<file path="src/rtl/disp_sched_pkg.sv">
// Shared types and constants for the paced display scheduler.
package disp_sched_pkg;

  typedef enum logic [1:0] {
    IDLE  = 2'd0,
    POP   = 2'd1,
    CAPT  = 2'd2,
    APPLY = 2'd3
  } state_e;

  // What APPLY does with the captured byte.
  typedef enum logic [1:0] {
    OP_SHL  = 2'd0,
    OP_SHR  = 2'd1,
    OP_CLR  = 2'd2,
    OP_DROP = 2'd3
  } op_e;

  localparam logic [7:0] CMD_BS     = 8'h08;
  localparam logic [7:0] CMD_CLR    = 8'h0C;
  localparam logic [7:0] HEX_MAX    = 8'h0F;
  localparam logic [4:0] BLANK_CODE = 5'd20;

  // Command codes sit inside the hex range, so they are matched first.
  function automatic op_e decode_byte(input logic [7:0] b);
    op_e op;
    case (b)
      CMD_BS:  op = OP_SHR;
      CMD_CLR: op = OP_CLR;
      default: op = (b <= HEX_MAX) ? OP_SHL : OP_DROP;
    endcase
    return op;
  endfunction

endpackage

</file>
<file path="src/rtl/display_sched_pace_tick.sv">
// Free-running divider producing a registered 1-clk tick every TICK_DIV clocks.
module pace_tick #(
  parameter int unsigned TICK_DIV = 25_000_000
) (
  input  logic clk,
  input  logic rst,
  output logic tick
);

  localparam int unsigned CW = (TICK_DIV > 2) ? $clog2(TICK_DIV) : 1;
  localparam logic [CW-1:0] CNT_LAST = CW'(TICK_DIV - 1);

  logic [CW-1:0] cnt_q, cnt_d;
  logic          tick_q, tick_d;

  // Next count and tick: wrap at terminal count, flag it for one cycle.
  always_comb begin
    cnt_d  = cnt_q;
    tick_d = 1'b0;
    if (cnt_q == CNT_LAST) begin
      cnt_d  = {CW{1'b0}};
      tick_d = 1'b1;
    end else begin
      cnt_d  = cnt_q + CW'(1);
      tick_d = 1'b0;
    end
  end

  // Counter and tick registers.
  always_ff @(posedge clk or posedge rst) begin
    if (rst) begin
      cnt_q  <= {CW{1'b0}};
      tick_q <= 1'b0;
    end else begin
      cnt_q  <= cnt_d;
      tick_q <= tick_d;
    end
  end

  assign tick = tick_q;

endmodule

</file>
<file path="src/rtl/display_sched.sv">
// Paced consumer of the SPI receive FIFO: pops one byte per pacing tick,
// decodes it and scrolls hex digits into a 6-digit bank for seven_seg.
// Optional macro DISP_SCHED_ERRCNT_EN adds err_cnt, a saturating count of
// discarded (unrecognised) bytes.
module display_sched
  import disp_sched_pkg::*;
#(
  parameter int unsigned TICK_DIV = 25_000_000,
  parameter logic [4:0]  BLANK    = BLANK_CODE
) (
  input  logic       clk,
  input  logic       rst,
  input  logic       fifo_empty,
  input  logic [7:0] fifo_dout,
  output logic       fifo_rd,
  input  logic       hold,
  input  logic       clear,
  output logic [4:0] digit0,
  output logic [4:0] digit1,
  output logic [4:0] digit2,
  output logic [4:0] digit3,
  output logic [4:0] digit4,
  output logic [4:0] digit5,
`ifdef DISP_SCHED_ERRCNT_EN
  output logic [7:0] err_cnt,
`endif
  output logic       busy
);

  logic       tick_s;
  state_e     state_q, state_d;
  logic [7:0] byte_q, byte_d;
  logic       tick_pend_q, tick_pend_d;
  logic       fifo_rd_q, fifo_rd_d;
  logic       busy_q, busy_d;
  logic [4:0] digit_q [6];
  logic [4:0] digit_d [6];
`ifdef DISP_SCHED_ERRCNT_EN
  logic [7:0] err_q, err_d;
`endif

  pace_tick #(.TICK_DIV(TICK_DIV)) u_pace_tick (
    .clk  (clk),
    .rst  (rst),
    .tick (tick_s)
  );

  // Sequencer next state, byte capture, digit update and pacing bookkeeping.
  always_comb begin
    state_d = state_q;
    byte_d  = byte_q;
    digit_d = digit_q;
`ifdef DISP_SCHED_ERRCNT_EN
    err_d   = err_q;
`endif
    case (state_q)
      IDLE: begin
        if (tick_pend_q && !fifo_empty && !hold) begin
          state_d = POP;
        end else begin
          state_d = IDLE;
        end
      end
      POP: state_d = CAPT;
      CAPT: begin
        byte_d  = fifo_dout;
        state_d = APPLY;
      end
      APPLY: begin
        state_d = IDLE;
        case (decode_byte(byte_q))
          OP_SHL: begin
            for (int i = 5; i > 0; i--) digit_d[i] = digit_q[i-1];
            digit_d[0] = {1'b0, byte_q[3:0]};
          end
          OP_SHR: begin
            for (int i = 0; i < 5; i++) digit_d[i] = digit_q[i+1];
            digit_d[5] = BLANK;
          end
          OP_CLR: begin
            for (int i = 0; i < 6; i++) digit_d[i] = BLANK;
          end
          default: begin
`ifdef DISP_SCHED_ERRCNT_EN
            if (err_q != 8'hFF) begin
              err_d = err_q + 8'd1;
            end else begin
              err_d = err_q;
            end
`endif
          end
        endcase
      end
      default: state_d = IDLE;
    endcase

    // clear overrides whatever APPLY decided this cycle.
    if (clear) begin
      for (int i = 0; i < 6; i++) digit_d[i] = BLANK;
`ifdef DISP_SCHED_ERRCNT_EN
      err_d = 8'd0;
`endif
    end else begin
      digit_d = digit_d;
    end

    // Ticks merge while pending; the pending flag is consumed on POP entry.
    if ((state_q == IDLE) && (state_d == POP)) begin
      tick_pend_d = 1'b0;
    end else begin
      tick_pend_d = tick_pend_q | tick_s;
    end

    // Outputs are registered copies of the state being entered.
    fifo_rd_d = (state_d == POP);
    busy_d    = (state_d != IDLE);
  end

  // State, capture and output registers.
  always_ff @(posedge clk or posedge rst) begin
    if (rst) begin
      state_q     <= IDLE;
      byte_q      <= 8'h00;
      tick_pend_q <= 1'b0;
      fifo_rd_q   <= 1'b0;
      busy_q      <= 1'b0;
      for (int i = 0; i < 6; i++) digit_q[i] <= BLANK;
`ifdef DISP_SCHED_ERRCNT_EN
      err_q       <= 8'd0;
`endif
    end else begin
      state_q     <= state_d;
      byte_q      <= byte_d;
      tick_pend_q <= tick_pend_d;
      fifo_rd_q   <= fifo_rd_d;
      busy_q      <= busy_d;
      for (int i = 0; i < 6; i++) digit_q[i] <= digit_d[i];
`ifdef DISP_SCHED_ERRCNT_EN
      err_q       <= err_d;
`endif
    end
  end

  assign fifo_rd = fifo_rd_q;
  assign busy    = busy_q;
  assign digit0  = digit_q[0];
  assign digit1  = digit_q[1];
  assign digit2  = digit_q[2];
  assign digit3  = digit_q[3];
  assign digit4  = digit_q[4];
  assign digit5  = digit_q[5];
`ifdef DISP_SCHED_ERRCNT_EN
  assign err_cnt = err_q;
`endif

endmodule
</file>
<file path="config.mk">
export PLATFORM = sky130hd
export DESIGN_NAME = display_sched
export DESIGN_NICKNAME = d
export VERILOG_FILES = /design/src/rtl/disp_sched_pkg.sv /design/src/rtl/display_sched_pace_tick.sv /design/src/rtl/display_sched.sv
export SDC_FILE = /design/constraint.sdc
export NUM_CORES = 1
export LEC_CHECK = 0
export CAP_MARGIN = 10
export CORE_AREA = 10 10 70 131
export DETAILED_ROUTE_END_ITERATION = 10
export DIE_AREA = 0 0 80 141
export PLACE_DENSITY = 0.7
export SYNTH_ARGS = -nofsm -noshare
export SYNTH_HDL_FRONTEND = slang
export SYNTH_HIERARCHICAL = 1
export SYNTH_SLANG_ARGS = --single-unit
</file>
<file path="constraint.sdc">
create_clock -name clk -period 3 [get_ports clk]
set_input_delay 0.75 -clock clk [delete_from_list [all_inputs] [get_ports clk]]
set_output_delay 0.75 -clock clk [all_outputs]
set_load 0.02 [all_outputs]
</file>
==> metrics.md <==
| Metric | Value |
|---|---|
| Outcome | complete, no violations |
| Avg Inst Size Synth | 11.1 um^2 |
| GRT Residual Overflow | 0 |
| CP Data Required Time | roughly 3.3 ns |
| Post-CTS Hold Fix Bufs | 0 |
| Largest net degree at the start of global routing | 44 |
| Max Slew Vio Count | 0 |
| H-tree depth | 3 |
| Initial antenna violation count | 0 |
| Fill cell total of the finished layout | 638 |
| Top cells by count, synth | 57 x dfrtp_1, 36 x a21oi_1, 20 x inv_1, 14 x nand2_1, 14 x nor2_1 |
| Least-Margin Pin Slew | 0.546 ns |
| Synth Area in Compound Gates | 19.8% |
| Data arrival, critical path | 2.81 ns |
| Async set-reset flop share out of synthesis | 100% |
| Final Wtd Congestion | 0.800 |
| Die height | between 100 and 150 um |
| Root Driver | clkbuf_16 |
| Overall routing resource usage | 14.8% |
| Register area | 0.00174 mm^2 |
| Placement Cell Area | approximately 0.0040 mm^2 |
| F_max | 392 MHz |
| Syn Inst Count | about 320 |
| Multi-input gate area | 0.00159 mm^2 |
| Nets | 384 |
| Setup tns final | 0 ns |
| Worst Hold Class | reg2reg |
| Cell taking the most area after synthesis | dfrtp_1 |
| Sequential cell area fraction in the yosys report | between 40% and 50% |
| Power per cell area | 647 mW/mm^2 |
| Synth Register Bits | 69 |
| Final cell count without fillers | 459 |
| Row cnt | 44 |
| Die W | roughly 80 um |
| Peak supply drop | 434 uV |
| Largest family of logic cells by synthesized area | compound AO/OA/AOI/OAI gates |
| Setup ws final | 0.446 ns |
| Post-Route WL | 7700 um |
| Synthesis Warnings | 6 |
| Top post-synthesis cells by area | dfrtp_1 41%, dfstp_2 9.0%, a21oi_1 5.1%, ha_1 2.5%, o2bb2ai_1 2.5% |
| Core occupancy in the finished layout | between 50% and 60% |
| Crit end category | flip-flop |
| Final Hold Viols | 0 |
| TritonCTS Sinks | 69 |
| Mux share of post-synthesis cell area | 2.25% |
| Critical path class | reg2reg |
| CP Launch Type | flip-flop |
| Main synth FF type | dfrtp_1 |
| WHS | 0.488 ns |
| CTS Buf Count | 9 |
| Average routed wire per standard cell | 16.8 um |
| Distinct cells, synth | 53 |
| Ports | between 40 and 50 |
| Clock tree buffer depth | 2 |
| Share of layout cells above drive strength 1 | 18.0% |
| Final period util | 85.1% |
| Buffers on Ports | 44 |
| ANT nets after route | 0 |
| Syn nets | 336 |
| Setup WS pre-CTS | approximately 0.46 ns |
| Core area | 0.00716 mm^2 |
| Cell count after placement | between 400 and 500 |
| Starting DRT DRC Count | 199 |
| Area share of fa/ha/maj cells after synthesis | 2.50% |
| Slew headroom | a little under two thirds |
| Max cap viols | 0 |
| Via density | 5.71 |
| Pwr Total | 2.78 mW |
| Xor/xnor share of the synthesized area | ~3.3% |
| Die area | about 0.011 mm^2 |
| Worst-Skew Late Latency | 0.33 ns |
| Synthesized area | 0.00350 mm^2 |
| Final Setup Violations | 0 |
| Period minus WS final | between 2 and 3 ns |
| Most frequent cell after synthesis | dfrtp_1 |
| First-pass GRT wire length | between 10000 and 15000 um |
| Setup bufs post-CTS | 0 |
| Post-synth EDFFs | 0 |
| Vias | about 2600 |
| Worst-case clock skew | 0.00302 ns |
| Initial DRT Pass Iterations | 4 |
| Dpl hpwl | 5440 um |
| Clk slew on worst S/H paths | approximately 0.05 ns |
| Starting density of the core | between 40% and 50% |
| Top cell type's share of synthesized area | just over 40% |
| Critical Path Fanout Max | 11 |
| Post-route cell area | 0.00429 mm^2 |
| Lkg Pwr | 1.87 nW |
| Number of global-route vias before repair | roughly 2800 |
| CTS tree | done |
| # diodes | 0 |
| Post-cts repair resize count | 0 |
| DRC viols | 0 |
| Area delta synth->final | 22.6% |
| RSZ-0062 raised after global routing | false |
| Post-Synth Simple-Gate Area | 17.7% |
-- cells by family after synthesis --
group | Yosys count
AO/OA/AOI/OAI | 91
XOR/XNOR | 13
adder cells (fa/ha/maj) | 7
buffers and inverters | 35
flip-flops | 69
multiplexers | 7
AND/OR/NAND/NOR | 94
-- layer usage --
metal | wire [um] | global-route usage (%) | part of all wire [%] | vias to the layer above
met5 | 0 | 0 | 0 | -
met4 | 196 | 6.62 | 2.5 | 0
met3 | 640 | 6.88 | 8.3 | 15
met2 | 3540 | 22.0 | 46 | 54
met1 | 3320 | 17.7 | 43 | 1279
li1 | - | - | - | 1273
-- cell type report --
cell class / count / area share [%]
Clock buffer: 12 / 5.98
Clock inverter: 2 / 0.233
Inverter: 20 / 1.75
Multi-Input combinational cell: 212 / 37.1
Sequential cell: 69 / 40.6
Tap cell: 92 / 2.68
Timing Repair Buffer: 52 / 11.7
-- flip-flops by register name (all words and copies together), names as in the netlist, 5 cells and up --
register and count:
byte_q 8, digit4 5, digit1 5, digit5 5, digit3 5, u_pace_tick/cnt_q 25
digit2 5, digit0 5
-- final timing paths --
kind                                       start                               to  slack (ns)  depth (start not counted)
max                        byte_q[1]$_DFFE_PP0P_            digit4[4]$_DFFE_PP1P_        0.45                          9
min                        digit0[4]$_DFFE_PP1P_            digit0[4]$_DFFE_PP1P_        0.49                          2
max reg2reg                byte_q[1]$_DFFE_PP0P_            digit4[4]$_DFFE_PP1P_        0.45                          9
min reg2reg                digit0[4]$_DFFE_PP1P_            digit0[4]$_DFFE_PP1P_        0.49                          2
max in group asynchronous                    rst  u_pace_tick/cnt_q[16]$_DFF_PP0_        1.64                          3
min in group asynchronous                    rst   u_pace_tick/cnt_q[3]$_DFF_PP0_        0.77                          2
-- where the power goes --
part / internal [mW] / leakage [nW] / switching [mW] / total [mW]
Sequential: 1.03 / 0.884 / 0.0739 / 1.10
Combinational: 0.313 / 0.851 / 0.403 / 0.715
Clock: 0.592 / 0.134 / 0.368 / 0.959
Total: 1.93 / 1.87 / 0.844 / 2.78
-- critical path, stage by stage, from the launching register on --
cell and delay [ns]:
dfrtp_1 0.42, or3b_2 0.49, o21ai_0 0.24, inv_1 0.07
ha_1 0.31, buf_4 0.18, or2_2 0.38, a21oi_1 0.15
a21oi_1 0.06, o22a_1 0.18
-- layout by cell type, fill, tap and decap left out, types with 2 or more instances in the layout --
cell type / instances
ha_1: 7
a22oi_1: 5
clkbuf_8: 2
o2bb2ai_2: 5
o22a_1: 2
dfstp_2: 12
and4_1: 4
and3_1: 12
nor2b_1: 4
clkdlybuf4s50_1: 44
buf_4: 8
xor2_1: 4
a31oi_1: 2
nand2_1: 14
nand3_1: 10
o21ai_0: 8
a2bb2oi_1: 3
clkinv_2: 2
a21oi_2: 2
mux2_2: 7
nor3_1: 2
or4_4: 2
or4_1: 4
nand4_1: 8
nor2_1: 14
a21oi_1: 36
o2bb2ai_1: 10
o31ai_1: 4
nand4b_1: 3
o32a_1: 2
clkbuf_16: 9
xnor2_1: 9
a32o_1: 3
inv_1: 20
dfrtp_1: 57
nor4_1: 3
a2bb2oi_2: 5
Note: power is estimated with default switching activity, not from simulation.
